### src/rtl/blockram_arbiter_pkg.sv
// Shared types for the two-requester block RAM arbiter.
// Latency: none, type and helper definitions only.
// Backpressure: not applicable.
package blockram_arb_pkg;

    // Lock ownership of RAM port A.
    typedef enum logic [1:0] {
        UNLOCKED = 2'd0,
        LOCKED0  = 2'd1,
        LOCKED1  = 2'd2
    } lock_state_t;

    // Requester identifier: 0 or 1.
    typedef logic req_id_t;

    // Which requesters may be granted in a given lock state.
    function automatic logic [1:0] grant_mask(input lock_state_t state);
        logic [1:0] mask;
        case (state)
            LOCKED0: mask = 2'b01;
            LOCKED1: mask = 2'b10;
            default: mask = 2'b11;
        endcase
        return mask;
    endfunction

    // Locked state owned by the given requester.
    function automatic lock_state_t locked_state(input req_id_t id);
        return id ? LOCKED1 : LOCKED0;
    endfunction

endpackage

### src/rtl/blockram_arbiter_rr_arb2.sv
// Two-way round-robin grant: the requester other than 'last' wins a tie.
// Latency: purely combinational.
// Backpressure: masked-off requesters never receive a grant.
module rr_arb2
    import blockram_arb_pkg::*;
(
    input  logic [1:0] valid,
    input  req_id_t    last,
    input  logic [1:0] mask,
    output logic [1:0] grant
);

    logic [1:0] eligible;

    // One-hot grant among the eligible requesters, tie broken against 'last'.
    always_comb begin
        grant    = 2'b00;
        eligible = valid & mask;
        case (eligible)
            2'b01:   grant = 2'b01;
            2'b10:   grant = 2'b10;
            2'b11:   grant = last ? 2'b01 : 2'b10;
            default: grant = 2'b00;
        endcase
    end

endmodule

### src/rtl/blockram_arbiter.sv
// Shares RAM port A between two requesters with round-robin grant and an optional timed lock.
// Latency: request to RAM is combinational; read data returns one cycle after acceptance.
// Backpressure: req_ready per requester, at most one high; the non-owner is held off while locked.
module blockram_arbiter
    import blockram_arb_pkg::*;
#(
    parameter int ADDR_WIDTH   = 13,
    parameter int DATA_WIDTH   = 32,
    parameter int WRITE_WIDTH  = 8,
    parameter int LOCK_TIMEOUT = 256,
    localparam int NB          = DATA_WIDTH / WRITE_WIDTH
) (
    input  logic                       clk,
    input  logic                       rst_n,
    input  logic [1:0]                 req_valid,
    output logic [1:0]                 req_ready,
    input  logic [1:0][NB-1:0]         req_we,
    input  logic [1:0]                 req_lock,
    input  logic [1:0][ADDR_WIDTH-1:0] req_addr,
    input  logic [1:0][DATA_WIDTH-1:0] req_wdata,
    output logic [1:0]                 rsp_valid,
    output logic [DATA_WIDTH-1:0]      rsp_rdata,
    output logic                       lock_err,
    output logic                       ram_ena,
    output logic [NB-1:0]              ram_we,
    output logic [ADDR_WIDTH-1:0]      ram_addr,
    output logic [DATA_WIDTH-1:0]      ram_din,
    input  logic [DATA_WIDTH-1:0]      ram_dout
);

    // A zero timeout still needs a one-bit counter so the logic elaborates.
    localparam int CNT_W = (LOCK_TIMEOUT > 0) ? $clog2(LOCK_TIMEOUT + 1) : 1;
    localparam logic [CNT_W-1:0] CNT_LAST = (LOCK_TIMEOUT > 0) ? CNT_W'(LOCK_TIMEOUT - 1) : '0;
    localparam logic [CNT_W-1:0] CNT_MAX  = '1;

    typedef struct packed {
        logic [NB-1:0]         we;
        logic [ADDR_WIDTH-1:0] addr;
        logic [DATA_WIDTH-1:0] din;
    } ram_cmd_t;

    lock_state_t           state, state_nxt;
    req_id_t               last, last_nxt;
    logic [CNT_W-1:0]      lock_cnt, lock_cnt_nxt;
    logic                  rd_pend;
    req_id_t               rd_id;
    logic [DATA_WIDTH-1:0] rdata_hold;

    logic [1:0]            mask;
    logic [1:0]            grant;
    logic [1:0]            xfer;
    logic                  any_xfer;
    req_id_t               win;
    req_id_t               owner;
    logic                  locked;
    logic                  timeout;
    ram_cmd_t              cmd;

    assign mask = grant_mask(state);

    rr_arb2 u_rr_arb2 (
        .valid (req_valid),
        .last  (last),
        .mask  (mask),
        .grant (grant)
    );

    // Acceptance, winner selection and RAM port A drive; nothing is accepted while reset is held.
    always_comb begin
        req_ready = rst_n ? grant : 2'b00;
        xfer      = req_valid & req_ready;
        any_xfer  = |xfer;
        win       = xfer[1];
        cmd.we    = req_we[win];
        cmd.addr  = req_addr[win];
        cmd.din   = req_wdata[win];
        ram_ena   = any_xfer;
        ram_we    = any_xfer ? cmd.we : '0;
        ram_addr  = cmd.addr;
        ram_din   = cmd.din;
    end

    // Lock owner and timeout detection for the current cycle.
    always_comb begin
        owner    = (state == LOCKED1);
        locked   = (state != UNLOCKED);
        timeout  = locked && (LOCK_TIMEOUT != 0) && (lock_cnt == CNT_LAST);
        lock_err = timeout;
    end

    // Lock state machine, round-robin history and lock timer next-state.
    always_comb begin
        state_nxt    = state;
        last_nxt     = last;
        lock_cnt_nxt = lock_cnt;
        if (any_xfer) begin
            last_nxt = win;
        end
        case (state)
            UNLOCKED: begin
                lock_cnt_nxt = '0;
                if (any_xfer && req_lock[win]) begin
                    state_nxt = locked_state(win);
                end
            end
            LOCKED0, LOCKED1: begin
                if (lock_cnt != CNT_MAX) begin
                    lock_cnt_nxt = lock_cnt + CNT_W'(1);
                end
                if (timeout) begin
                    // An expired lock hands the next tie to the other requester; a
                    // transfer by the owner in this cycle is accepted but cannot re-lock.
                    state_nxt = UNLOCKED;
                    last_nxt  = owner;
                end else if (xfer[owner] && !req_lock[owner]) begin
                    state_nxt = UNLOCKED;
                end else if (!req_valid[owner] && !req_lock[owner]) begin
                    state_nxt = UNLOCKED;
                end
            end
            default: begin
                state_nxt    = UNLOCKED;
                lock_cnt_nxt = '0;
            end
        endcase
    end

    // State registers; reset releases any lock and restores requester 0 priority.
    always_ff @(posedge clk or negedge rst_n) begin
        if (!rst_n) begin
            state    <= UNLOCKED;
            last     <= 1'b1;
            lock_cnt <= '0;
        end else begin
            state    <= state_nxt;
            last     <= last_nxt;
            lock_cnt <= lock_cnt_nxt;
        end
    end

    // Read response tracking; reset drops a response still in flight.
    always_ff @(posedge clk or negedge rst_n) begin
        if (!rst_n) begin
            rd_pend    <= 1'b0;
            rd_id      <= 1'b0;
            rdata_hold <= '0;
        end else begin
            rd_pend <= any_xfer && (ram_we == '0);
            rd_id   <= win;
            if (rd_pend) begin
                rdata_hold <= ram_dout;
            end
        end
    end

    // Response outputs: RAM data passes straight through in the response cycle, held otherwise.
    always_comb begin
        rsp_valid = 2'b00;
        if (rd_pend) begin
            rsp_valid[rd_id] = 1'b1;
        end
        rsp_rdata = rd_pend ? ram_dout : rdata_hold;
    end

endmodule

### config.mk
export PLATFORM = sky130hd
export DESIGN_NAME = blockram_arbiter
export DESIGN_NICKNAME = d
export VERILOG_FILES = /design/src/rtl/blockram_arbiter_pkg.sv /design/src/rtl/blockram_arbiter_rr_arb2.sv /design/src/rtl/blockram_arbiter.sv
export SDC_FILE = /design/constraint.sdc
export NUM_CORES = 1
export LEC_CHECK = 0
export CORE_MARGIN = 2
export CORE_UTILIZATION = 33
export CTS_CLUSTER_SIZE = 10
export DETAILED_ROUTE_END_ITERATION = 10
export GPL_TIMING_DRIVEN = 0
export PLACE_DENSITY = 0.82
export SKIP_LAST_GASP = 1
export SLEW_MARGIN = 30
export SYNTH_ARGS = -nofsm -noshare
export SYNTH_HDL_FRONTEND = slang
export SYNTH_HIERARCHICAL = 1
export SYNTH_SLANG_ARGS = --single-unit
### constraint.sdc
create_clock -name clk -period 3.1 [get_ports clk]
set_input_delay 0.93 -clock clk [delete_from_list [all_inputs] [get_ports clk]]
set_output_delay 0.93 -clock clk [all_outputs]
set_load 0.005 [all_outputs]
## After elaboration in Yosys (flattened, before gate mapping)

Index checks and enable logic that the tools add are counted.

- Input port bits: 136
- Logic and storage cells: 71
- Output and inout bits: 87
- Bits in registers: 46

- Add/sub/neg operators: 1
- Reductions and logical operators: 14
- Muxes and demuxes: 34
- Equal/unequal tests: 10
- Bitwise operators: 2
- Order comparisons: 4

Operators with widths:

| cell | number |
|---|---|
| 32-bit two-way mux | 3 |
| 13-bit two-way mux | 2 |
| 9-bit two-way mux | 2 |
| 2-bit two-way mux | 8 |
| 1-bit two-way mux | 12 |
| 4-bit two-way mux | 3 |
| 9-bit by 1-bit adder with 9-bit output (second input constant) | 1 |
| 9-bit by 8-bit equality test with 1-bit output (second input constant) | 1 |
| 9-bit != test (second input constant) | 1 |
| 2-bit one-hot mux with 2 select lines | 2 |
| 2-bit equality test (second input constant) | 3 |
| 1-bit logical AND | 6 |
| 1-bit by 2-bit less-than comparator with 1-bit output (second input constant) | 3 |
| 2-bit one-hot mux with 3 select lines | 1 |
| 2-bit AND | 2 |
| 2-bit by 1-bit equality test with 1-bit output (second input constant) | 2 |
| 4-bit logical NOT | 1 |
| 2-bit != test (second input constant) | 2 |
| 4-bit != test (second input constant) | 1 |
| 2-bit OR reduction | 2 |
| 1-bit logical NOT | 2 |
| 2-bit logical NOT | 1 |
| 2-bit AND reduction | 1 |
| 2-bit nonzero test | 1 |
| other kinds (2) | 2 |

## Depth between registers and ports, before layout

Gate-level depths: netlist (run 1).

- Depth after elaboration: 13
- Gate-level depth with buffers: 11
- Mapped depth without buffers: 11

## Cells and area by module

The synthesis (run 1) kept the hierarchy.

Modules (own cells, without submodules):

| module | seq. area each (um2) | cells an instance | area each (um2) | instances |
|---|---|---|---|---|
| blockram_arbiter | 1,152.4 | 318 | 2,680.1 | 1 |
| rr_arb2 | 0.0 | 3 | 20.0 | 1 |

## Least setup slack after synthesis (run 1)

OpenSTA, ideal clock, no wires.

- Kind: input-to-output
- Start point: input port req_valid[1]
- End point: output port ram_we[0]
- Arrival time: 1,906 ps
- Buffers on the path: 1
- Cell stages on the path: 8
- Setup slack: 264 ps
- Required time: 2,170 ps
- Cells stage by stage: nand2_1 > a31oi_1 > and2_4 > nand2_4 > inv_4 > buf_4 > nand2_1 > a21oi_1

- Word-level cells in the longest chain between the ends: 8
- Elaborated cells between the ends (all ways): 11
- Classes of those cells: eq/ne (3); mux (5); bitwise (2); reduce/logical (1)

RTL lines:

| what | line | source |
|---|---|---|
| start, declared | blockram_arbiter.sv:15 | `input logic [1:0] req_valid,` |
| 2-bit AND * | blockram_arbiter_rr_arb2.sv:18 | `eligible = valid & mask;` |
| 2-bit equality test / 2-bit by 1-bit equality test with 1-bit output (equally long branches) | blockram_arbiter_rr_arb2.sv:19 | `case (eligible)` |
| 2-bit one-hot mux with 3 select lines * | blockram_arbiter_rr_arb2.sv:19 |  |
| net grant[1] | blockram_arbiter.sv:50 | `logic [1:0] grant;` |
| 2-bit two-way mux * | blockram_arbiter.sv:70 | `req_ready = rst_n ? grant : 2'b00;` |
| net req_ready[1] | blockram_arbiter.sv:16 | `output logic [1:0] req_ready,` |
| 2-bit AND * | blockram_arbiter.sv:71 | `xfer = req_valid & req_ready;` |
| 4-bit two-way mux (not written as such) (2 in a row) | blockram_arbiter.sv:74 | `cmd.we = req_we[win];` |
| 4-bit two-way mux * | blockram_arbiter.sv:78 | `ram_we = any_xfer ? cmd.we : '0;` |
| end, declared | blockram_arbiter.sv:25 | `output logic [NB-1:0] ram_we,` |

Mark *: on every way through the listed nets, which the timed path passes. The rest lies on a longest branch. The select of a mux whose other input is x is not followed.

## Worst setup path after layout (run 1)

- Start point: input port req_valid[1]
- End point: output port ram_we[0]

- Word-level cells in the longest chain between the ends: 8
- Elaborated cells between the ends (all ways): 11
- Classes of those cells: eq/ne (3); mux (5); bitwise (2); reduce/logical (1)

RTL lines:

| what | line |
|---|---|
| 2-bit AND * | blockram_arbiter_rr_arb2.sv:18 |
| 2-bit equality test / 2-bit by 1-bit equality test with 1-bit output (equally long branches) | blockram_arbiter_rr_arb2.sv:19 |
| 2-bit one-hot mux with 3 select lines * | blockram_arbiter_rr_arb2.sv:19 |
| net grant[1] | blockram_arbiter.sv:50 |
| 2-bit two-way mux * | blockram_arbiter.sv:70 |
| 2-bit AND * | blockram_arbiter.sv:71 |
| 4-bit two-way mux (not written as such) (2 in a row) | blockram_arbiter.sv:74 |
| 4-bit two-way mux * | blockram_arbiter.sv:78 |

Marked as above.

==> results of run 1 <==
==> synth_stat cells, types with 2 or more instances <==
library cell and n:
dfrtp_1 45, and2_1 10, ha_1 7, o21ai_0 3, xnor2_1 3, nor2b_1 3, inv_1 8, nand2_1 151
nor2_1 3, buf_2 9, a21oi_1 7, a21boi_0 2, mux2i_1 3, nand2b_1 4, nand4_1 2, nand3_1 2
clkbuf_1 6, a211oi_1 2, mux2_2 32, xor2_1 4, o211ai_2 2
==> path summary, 6_finish.rpt <==
| path | start | endpoint | depth (start not counted) |
|---|---|---|---|
| max | req_valid[1] | ram_we[0] | 11 |
| min | rst_n | lock_cnt[4] | 1 |
| max reg2reg | state[1] | state[1] | 12 |
| min reg2reg | rdata_hold[25] | rdata_hold[25] | 1 |
| max in group asynchronous | rst_n | last | 1 |
| min in group clk | rdata_hold[25] | rdata_hold[25] | 1 |
==> final cells by class <==
| type | count | area share [%] |
|---|---|---|
| Clock inverter | 3 | 0.798 |
| Inverter | 9 | 0.889 |
| Timing Repair Buffer | 251 | 43.6 |
| Sequential cell | 46 | 21.0 |
| Tap cell | 102 | 2.33 |
| Buffer | 15 | 2.44 |
| Clock buffer | 5 | 1.25 |
| Multi-Input combinational cell | 250 | 27.7 |
==> where the power goes <==
part,internal [mW],switching [mW],total (mW)
registers,0.827,0.0786,0.906
clock network,0.242,0.206,0.448
logic,0.990,0.612,1.60
total,2.06,0.897,2.96
==> critical path: stages <==
cell and delay, ns:
buf_12 0.09, nand2_8 0.04, a31oi_4 0.17, and2_4 0.21, nand2_8 0.07, clkinv_8 0.06
buf_12 0.11, buf_8 0.11, nand2_1 0.05, a21oi_1 0.16, clkbuf_2 0.15
==> per-stage QoR <==
| step | setup TNS, ns | std cells | instance area [sq um] | worst slack (ns) | util, % |
|---|---|---|---|---|---|
| after global routing | -0.395 | 681 | 5490 | -0.0354 | 70.3 |
| final | 0 | 681 | 5490 | 0.00438 | 70.3 |
| after global placement | -137.86 | 645 | 5050 | -2.40 | 64.7 |
| after floorplan | 0 | 321 | 2700 | 0.264 | - |
| after detailed placement | -53.55 | 645 | 5050 | -1.12 | 64.6 |
| after CTS | -0.212 | 671 | 5350 | -0.0982 | 68.6 |
==> routing by layer <==
metal | global-route usage (%) | share of wire [%] | vias up
li1 | - | - | 1546
met1 | 26.6 | 39 | 1478
met2 | 38.3 | 50 | 138
met3 | 5.03 | 7.5 | 24
met4 | 7.37 | 2.9 | 0
met5 | 0 | 0 | -
==> cells by family (layout without fill, tap and decap cells) <==
logic type	count (synthesis)	in the layout	share of synthesized area, %
adder cells (fa/ha/maj)	7	7	3.24
multiplexers	35	35	14.5
XOR/XNOR	7	7	2.27
buffers and inverters	25	283	4.12
AO/OA/AOI/OAI	21	21	5.42
flip-flops	46	46	42.7
AND/OR/NAND/NOR	180	180	27.8
==> state kept, by name, summed over array words and instances (netlist names) <==
register and flops:
lock_cnt 9, rdata_hold 32, rd_id 1, last 1, state 2, rd_pend 1
==> what timing repair did <==
action                     4_1_cts  5_1_grt
pin swaps                        3        7
setup endpoints to repair       52       51
resized for setup              175       41
buffers inserted                15       10
cloned                           3        1
==> reports/results.tsv, run 1 <==
metric	value	unit
Req. time, crit path	2.17	ns
most common cell after layout, fill and taps aside	clkdlybuf4s50_1	
antenna viol nets, final	0	
DIE AREA	8920	sq um
Multi-input gate area	1520	sq um
critical path class	in2out	
commonest non-fill, non-tap cells in the layout	clkdlybuf4s50_1 (169), nand2_1 (147), dfrtp_1 (45)	
# port buffers	222	
cts hold-fix bufs	0	
Post-synth EDFFs	0	
Layout fillers	634	
final wirelength	10500	microns
Starting DRT DRC Count	74	
Avg WL per Cell	15.4	microns
Initial Util	34.6	%
Slew @ Worst Pin	0.324	ns
Overall Power	2.96	mW
die width	94.5	microns
Worst-path clk slew	0.09	ns
Unique masters post-synth	34	
ranking of synthesized cells by area	dfrtp_1 (42%), nand2_1 (21%), mux2_2 (13%), ha_1 (3.2%), and2_1 (2.3%)	
num rows	32	
vias in the first global route	3203	
Max Root-Sink Buffers	2	
max-cap violation count	0	
Vias	3186	
detailed placement HPWL	8160	microns
Die H	94.5	microns
RSZ-0062 raised after global routing	true	
Placer Congestion	0.809	
Total GRT Usage	21.9	%
ratio of cells with drive above 1 in the final layout	23.7	%
worst reg2reg setup slack	1.09	ns
status	completed	
largest area contributor in the netlist	dfrtp_1	
Worst-Skew Late Latency	0.29	ns
CP Max Fanout	5	
via/cell ratio	4.68	
1st-pass router iterations	4	
post-synth top area share	41.7	%
Top FF cell, synth	dfrtp_1	
Mapped Nets	464	
crit share post-route	99.9	%
FF/Latch Area	1150	sq um
Syn Inst Count	321	
first-pass GRT wire length	15400	microns
peak supply drop	0.268	mV
CP endpoint kind	output pin	
FF+latch count, synth	46	
Setup crit start kind	input pin	
H-tree level count	2	
Hold Vio Cnt, Final	0	
initial antenna violation count	0	
worst hold path class	in2async	
Fmax	323	MHz
Cell Area, Synth	2700	sq um
Root Buffer	clkbuf_8	
Slew Viols, Final	0	
Synth Area per Inst	8.41	sq um
normalized max-slew margin	78.1	%
hold slack	0.447	ns
Synth warnings	6	
DRC	0	
final setup fails	0	
IO Pins	223	
TritonCTS clock tree	yes	
Final Net Count	721	
P&R area growth vs syn	103	%
async set-reset flop share out of synthesis	100	%
Num Clock Sinks	46	
post-synthesis sequential area ratio	42.7	%
CTS Buf Count	5	
Ant. Diodes	0	
core area	7810	sq um
Worst EP arrival	2.17	ns
GRT overflow	0	
largest net degree at the start of global routing	54	
Pleak	2.64	nW
fin crit period	3.10	ns
power per cell area	539	nW/um^2
skew final	0.00857	ns
Note: power is estimated with default switching activity, not from simulation.
==> run 2, diff against run 1 <==
Settings changed: SYNTH_HIERARCHICAL 1 to not set.
==> reports/results.tsv, run 2 <==
metric	value	unit	change
status	complete, but fails checks		
violated checks	negative setup slack		
async set-reset flop share out of synthesis	100	%	unchanged
Worst-Skew Late Latency	0.30	ns	about the same
Worst Setup SP	req_valid[0]		
area post-placement	5040	sq um	about the same
DIE AREA	8910	sq um	about the same
Mapped Nets	370		-20%
Post-Place Cells	551		-15%
power per cell area	588	nW/um^2	+9.1%
ranking of synthesized cells by area	dfrtp_1 (42%), mux2_2 (32%), ha_1 (3.2%), and2_1 (1.9%), nor2b_1 (1.4%)		
final wirelength	12200	microns	+16%
Pleak	2.51	nW	-4.9%
CP top delay family	buffers and inverters		
skew final	0.00268	ns	-0.00589 ns
biggest registers after layout	rdata_hold: 32 flops, lock_cnt: 9 flops, state: 2 flops		
RSZ-0062 raised after global routing	true		
FF-to-FF Start	state[1]		
worst setup margin	-0.102	ns	-0.106 ns
ratio of cells with drive above 1 in the final layout	39.4	%	+16 points
Cell Area, Synth	2700	sq um	about the same
Worst EP arrival	2.27	ns	+0.10 ns
die width	94.4	microns	about the same
core area	7810	sq um	unchanged
R2R Path End	rd_pend		
peak supply drop	0.291	mV	+8.3%
Placer Congestion	0.788		-2.6%
DRC	0		unchanged
Top FF cell, synth	dfrtp_1		
Slew @ Worst Pin	0.516	ns	+0.193 ns
normalized max-slew margin	65.1	%	-13 points
Hold Vio Cnt, Final	0		unchanged
Fmax	312	MHz	-3.3%
Worst path slowest cell	mux2_4		
Slew Viols, Final	0		unchanged
most frequent cell after synthesis	mux2_2		
# port buffers	222		unchanged
FF+latch count, synth	46		unchanged
Starting DRT DRC Count	70		-5.4%
num rows	32		unchanged
max reg flops	32		unchanged
IO Pins	223		unchanged
1st-pass router iterations	4		unchanged
fin util	73.4	%	+3.1 points
critical path class	in2out		
worst path bufs/invs	6		+1
commonest non-fill, non-tap cells in the layout	clkdlybuf4s50_1 (169), dfrtp_1 (45), mux2_2 (40)		
most common cell after layout, fill and taps aside	clkdlybuf4s50_1		
CP Cell Sequence	buf_8, and3b_2, nor2_4, buf_12, buf_12, buf_12, buf_6, mux2_4, buf_6		
Final Instance Count excl. Fillers	587		-14%
initial antenna violation count	0		unchanged
Req. time, crit path	2.17	ns	about the same
Synth warnings	0		-6
crit-path max cell delay	0.29	ns	+0.08 ns
via/cell ratio	4.95		+5.8%
setup TNS	-1.08	ns	-1.08 ns
Top cell by count, worst path	buf_12		
Max Root-Sink Buffers	2		unchanged
CP endpoint kind	output pin		
post-synth top area share	41.7	%	about the same
CTS Buf Count	5		unchanged
fin crit period	3.20	ns	+0.106 ns
Worst-path clk slew	0.09	ns	about the same
CP Capture Point	ram_din[0]		
Synth Area per Inst	11.9	sq um	+41%
Root Buffer	clkbuf_8		
worst reg2reg setup slack	0.83	ns	-0.26 ns
Avg WL per Cell	20.9	microns	+35%
CP Max Fanout	8		+3
vias in the first global route	2928		-8.6%
Final Net Count	627		-13%
CP Depth	9		-2
max-cap violation count	0		unchanged
Unique masters post-synth	37		+8.8%
Die H	94.4	microns	about the same
Total GRT Usage	25.3	%	+3.4 points
largest area contributor in the netlist	dfrtp_1		
hold slack	0.414	ns	-0.0336 ns
final setup fails	28		+28
TritonCTS clock tree	yes		
largest net degree at the start of global routing	27		-50%
Num Clock Sinks	46		unchanged
P&R area growth vs syn	112	%	
post-synthesis sequential area ratio	42.7	%	about the same
Ant. Diodes	0		unchanged
first-pass GRT wire length	17000	microns	+10%
Final Cell Area	5730	sq um	+4.4%
FF-to-FF path depth	10		-2
antenna viol nets, final	0		unchanged
GRT overflow	0		unchanged
pre-CTS setup slack	-1.26	ns	-0.142 ns
Vias	2906		-8.8%
Initial Util	34.6	%	about the same
worst hold path class	in2async		
register with the most flip-flops	rdata_hold		
Commonest cells post-synth	mux2_2 (77), dfrtp_1 (45), and2_1 (8)		
Setup crit start kind	input pin		
crit share post-route	103	%	+3.4 points
Overall Power	3.37	mW	+14%
detailed placement HPWL	8510	microns	+4.3%
Syn Inst Count	227		-29%
Post-synth EDFFs	0		unchanged
H-tree level count	2		unchanged
[run 2: how the worst min path moves through the flow]
stage | cells past startpoint | end | start
finish | 1 | rdata_hold[26] | rst_n
global route | 1 | rdata_hold[26] | rst_n
CTS | 1 | rdata_hold[26] | rst_n
detailed placement | 1 | rdata_hold[20] | rdata_hold[20]
global placement | 1 | rdata_hold[6] | rdata_hold[6]
floorplan | 1 | rdata_hold[10] | rdata_hold[10]
[run 2: cell type report]
type                       count  area (sq um)
sequential                    46          1150
clock buffer                   5          68.8
buffer                         8          77.6
multi-input combinational    164          1690
fill                         525          2080
inverter                       6          22.5
tap                          102           128
timing repair buffer         253          2550
clock inverter                 3          40.0
[run 2: what timing repair did]
item                                   4_1_cts  5_1_grt
pin swaps                                    4        4
setup endpoints to repair                   81       77
endpoints found under the hold margin        0        0
setup buffers                               24        7
hold buffers                                 0        0
resized for setup                          289       32
gates cloned                                 4        0
[run 2: logic make-up after synthesis]
kind of cell / share of synthesized area (%)
buffers and inverters: 2.60
and+or+nand+nor: 12.1
AOI/OAI and AO/OA: 4.50
muxes: 32.9
adders and majority gates: 3.25
DFF: 42.7
xor gates and xnor gates: 1.95
[run 2: per-layer routing]
layer / part of all wire [%] / global-route usage [%]
met5: 0 / 0
met1: 38 / 30.5
met4: 1.7 / 6.40
met3: 7.7 / 6.38
met2: 53 / 45.2
[run 2: report_power, final]
part / internal (mW) / switching, mW
Combinational: 1.25 / 0.722
Sequential: 0.846 / 0.0997
Clock: 0.238 / 0.209
Total: 2.34 / 1.03
[run 2: worst register-to-register path: stages, from the launching register on]
cell      delay, ns
dfrtp_1        0.40
inv_1          0.08
ha_2           0.20
nand3b_1       0.24
nor2_4         0.14
buf_12         0.14
buf_4          0.13
buf_6          0.14
mux2i_4        0.25
buf_4          0.13
nor4b_1        0.29
==> run 3, diff against run 2 <==
Settings changed: CORE_ASPECT_RATIO set to 1.75.
==> reports/results.tsv, run 3 (synthesis results as in run 2) <==
metric	value	unit	change
fin crit period	3.21	ns	+0.00802 ns
Slew @ Worst Pin	0.614	ns	+0.0975 ns
Final Net Count	640		+2.1%
Worst-path clk slew	0.06	ns	-0.03 ns
Post-Place Cells	539		-2.2%
Slew Viols, Final	0		unchanged
Die H	124	microns	+31%
crit-path max cell delay	0.43	ns	+0.14 ns
Final Instance Count excl. Fillers	588		+0.17%
# port buffers	222		unchanged
fin util	73.9	%	+0.55 points
Max Root-Sink Buffers	2		unchanged
worst setup margin	-0.110	ns	-0.00802 ns
core area	7910	sq um	+1.3%
via/cell ratio	5.13		+3.7%
die width	72.3	microns	-23%
Top cell by count, worst path	buf_4		
Sw Ratio	28.7	%	-1.9 points
Root Buffer	clkbuf_16		
Fmax	312	MHz	-0.25%
largest net degree at the start of global routing	27		unchanged
Worst-Skew Late Latency	0.28	ns	-0.02 ns
detailed placement HPWL	9310	microns	+9.4%
Ant. Diodes	0		unchanged
CP Max Fanout	8		unchanged
clock share of power	19.2	%	+5.9 points
Worst path slowest cell	dfrtp_1		
pre-CTS setup slack	-1.21	ns	+0.0540 ns
skew final	0.00189	ns	-0.000797 ns
Comb pwr share	55.1	%	-3.5 points
power per cell area	627	nW/um^2	+6.6%
initial antenna violation count	0		unchanged
Pleak	2.59	nW	+3.4%
Setup crit start kind	flip-flop		
CTS Buf Count	5		unchanged
Internal Power	2.61	mW	+12%
TritonCTS clock tree	yes		
worst path bufs/invs	15		+9
violated checks	negative setup slack		
status	complete, but fails checks		
part of the power in registers	25.7	%	-2.4 points
Starting DRT DRC Count	100		+43%
cts hold-fix bufs	0		unchanged
Hold Vio Cnt, Final	0		unchanged
max-cap violation count	0		unchanged
antenna viol nets, final	0		unchanged
peak supply drop	0.350	mV	+20%
Worst EP arrival	3.40	ns	+1.13 ns
final wirelength	12600	microns	+2.7%
Final Cell Area	5850	sq um	+2.1%
Placer Congestion	0.836		+6.1%
Num Clock Sinks	46		unchanged
most common cell after layout, fill and taps aside	clkdlybuf4s50_1		
normalized max-slew margin	58.5	%	-6.6 points
P&R area growth vs syn	117	%	
vias in the first global route	3212		+9.7%
NetSw	1.05	mW	+2.0%
GRT overflow	0		unchanged
DIE AREA	8940	sq um	+0.32%
Initial Util	34.1	%	-0.44 points
Avg WL per Cell	21.4	microns	+2.6%
IO Pins	223		unchanged
biggest registers after layout	rdata_hold: 32 flops, lock_cnt: 9 flops, state: 2 flops		
commonest non-fill, non-tap cells in the layout	clkdlybuf4s50_1 (169), mux2_2 (46), dfrtp_1 (45)		
Layout fillers	581		+11%
Total GRT Usage	27.1	%	+1.7 points
worst hold path class	reg2reg		
H-tree level count	2		unchanged
first-pass GRT wire length	17700	microns	+4.4%
final setup fails	27		-3.6%
register with the most flip-flops	rdata_hold		
CP Cell Sequence	buf_6, ha_4, and3b_2, nor2_4, buf_12, buf_12, buf_4, buf_4, buf_4, buf_4, buf_4, buf_4, buf_4, buf_4, buf_4, buf_4, buf_4, buf_4, o311ai_4		
DRC	0		unchanged
1st-pass router iterations	4		unchanged
Req. time, crit path	3.29	ns	+1.12 ns
CP endpoint kind	flip-flop		
Vias	3019		+3.9%
area post-placement	5030	sq um	-0.30%
critical path class	reg2reg		
ratio of cells with drive above 1 in the final layout	40.6	%	+1.2 points
RSZ-0062 raised after global routing	true		
CP top delay family	buffers and inverters		
crit share post-route	104	%	+0.26 points
num rows	43		+34%
max reg flops	32		unchanged
-- run 3: cell types whose count changed in the layout (fill, tap and decap cells not counted), moves of 4 or more --
cell	change
clkbuf_16	+5
buf_4	+10
buf_6	-8
buf_2	+4
mux2_4	-6
clkbuf_2	+5
clkbuf_8	-4
mux2_2	+6
-- run 3: final timing paths --
| kind | startpoint | to | slack (ns) | cells past startpoint |
|---|---|---|---|---|
| worst max-delay path | state[1] | state[0] | -0.11 | 19 |
| worst min-delay path | rdata_hold[13] | rdata_hold[13] | 0.50 | 1 |
| worst max register to register | state[1] | state[0] | -0.11 | 19 |
| worst min register to register | rdata_hold[13] | rdata_hold[13] | 0.50 | 1 |
| max in group asynchronous | rst_n | last | 2.23 | 3 |
| min in group asynchronous | rst_n | rdata_hold[7] | 0.58 | 1 |
-- run 3: power by group through the flow --
stage,logic (mW),registers (mW),clock network [mW]
3_5_place_dp,1.68,0.949,0
4_1_cts,1.90,0.936,0.721
2_1_floorplan,0.704,0.913,0
3_3_place_gp,1.64,0.929,0
5_1_grt,2.14,0.960,0.745
6_report,2.02,0.941,0.705
-- run 3: metal layers --
layer	share of wire [%]	global-route usage, %
met5	0	0
met4	1.3	6.72
met3	11	8.25
met2	53	49.4
met1	36	30.1
-- run 3: repair_timing --
action / CTS / global route
endpoints found under the setup margin: 81 / 51
setup buffers: 32 / 7
gates resized for setup: 234 / 61
pin swaps: 3 / 2
cloned: 5 / 0
-- run 3: worst reg2reg max path, stage by stage (launching register included) --
cell and delay [ns]:
dfrtp_1 0.43, buf_6 0.15, ha_4 0.16, and3b_2 0.29
nor2_4 0.06, buf_12 0.15, buf_12 0.14, buf_4 0.13
buf_4 0.12, buf_4 0.12, buf_4 0.12, buf_4 0.12
buf_4 0.12, buf_4 0.13, buf_4 0.12, buf_4 0.12
buf_4 0.12, buf_4 0.12, buf_4 0.15, o311ai_4 0.25
-- run 3: layout make-up --
type	instances	area [sq um]	share of cell area [%]
plain buffers	10	103	1.76
clock buffers	6	139	2.38
multi-input cells	164	1670	28.5
flip-flops and latches	46	1150	19.7
clock inverters	2	60.1	1.03
well taps	90	113	1.93
inverters	6	22.5	0.385
repair buffers	264	2590	44.3
-- run 3: per-stage QoR --
stage / TNS (ns) / hold slack (ns) / total power [mW]
after floorplan: 0 / 0.486 / 1.62
after global placement: -168.67 / 0.480 / 2.57
after detailed placement: -52.87 / 0.486 / 2.63
after CTS: -0.546 / 0.501 / 3.56
after global routing: -2.51 / 0.505 / 3.85
final: -1.36 / 0.497 / 3.66
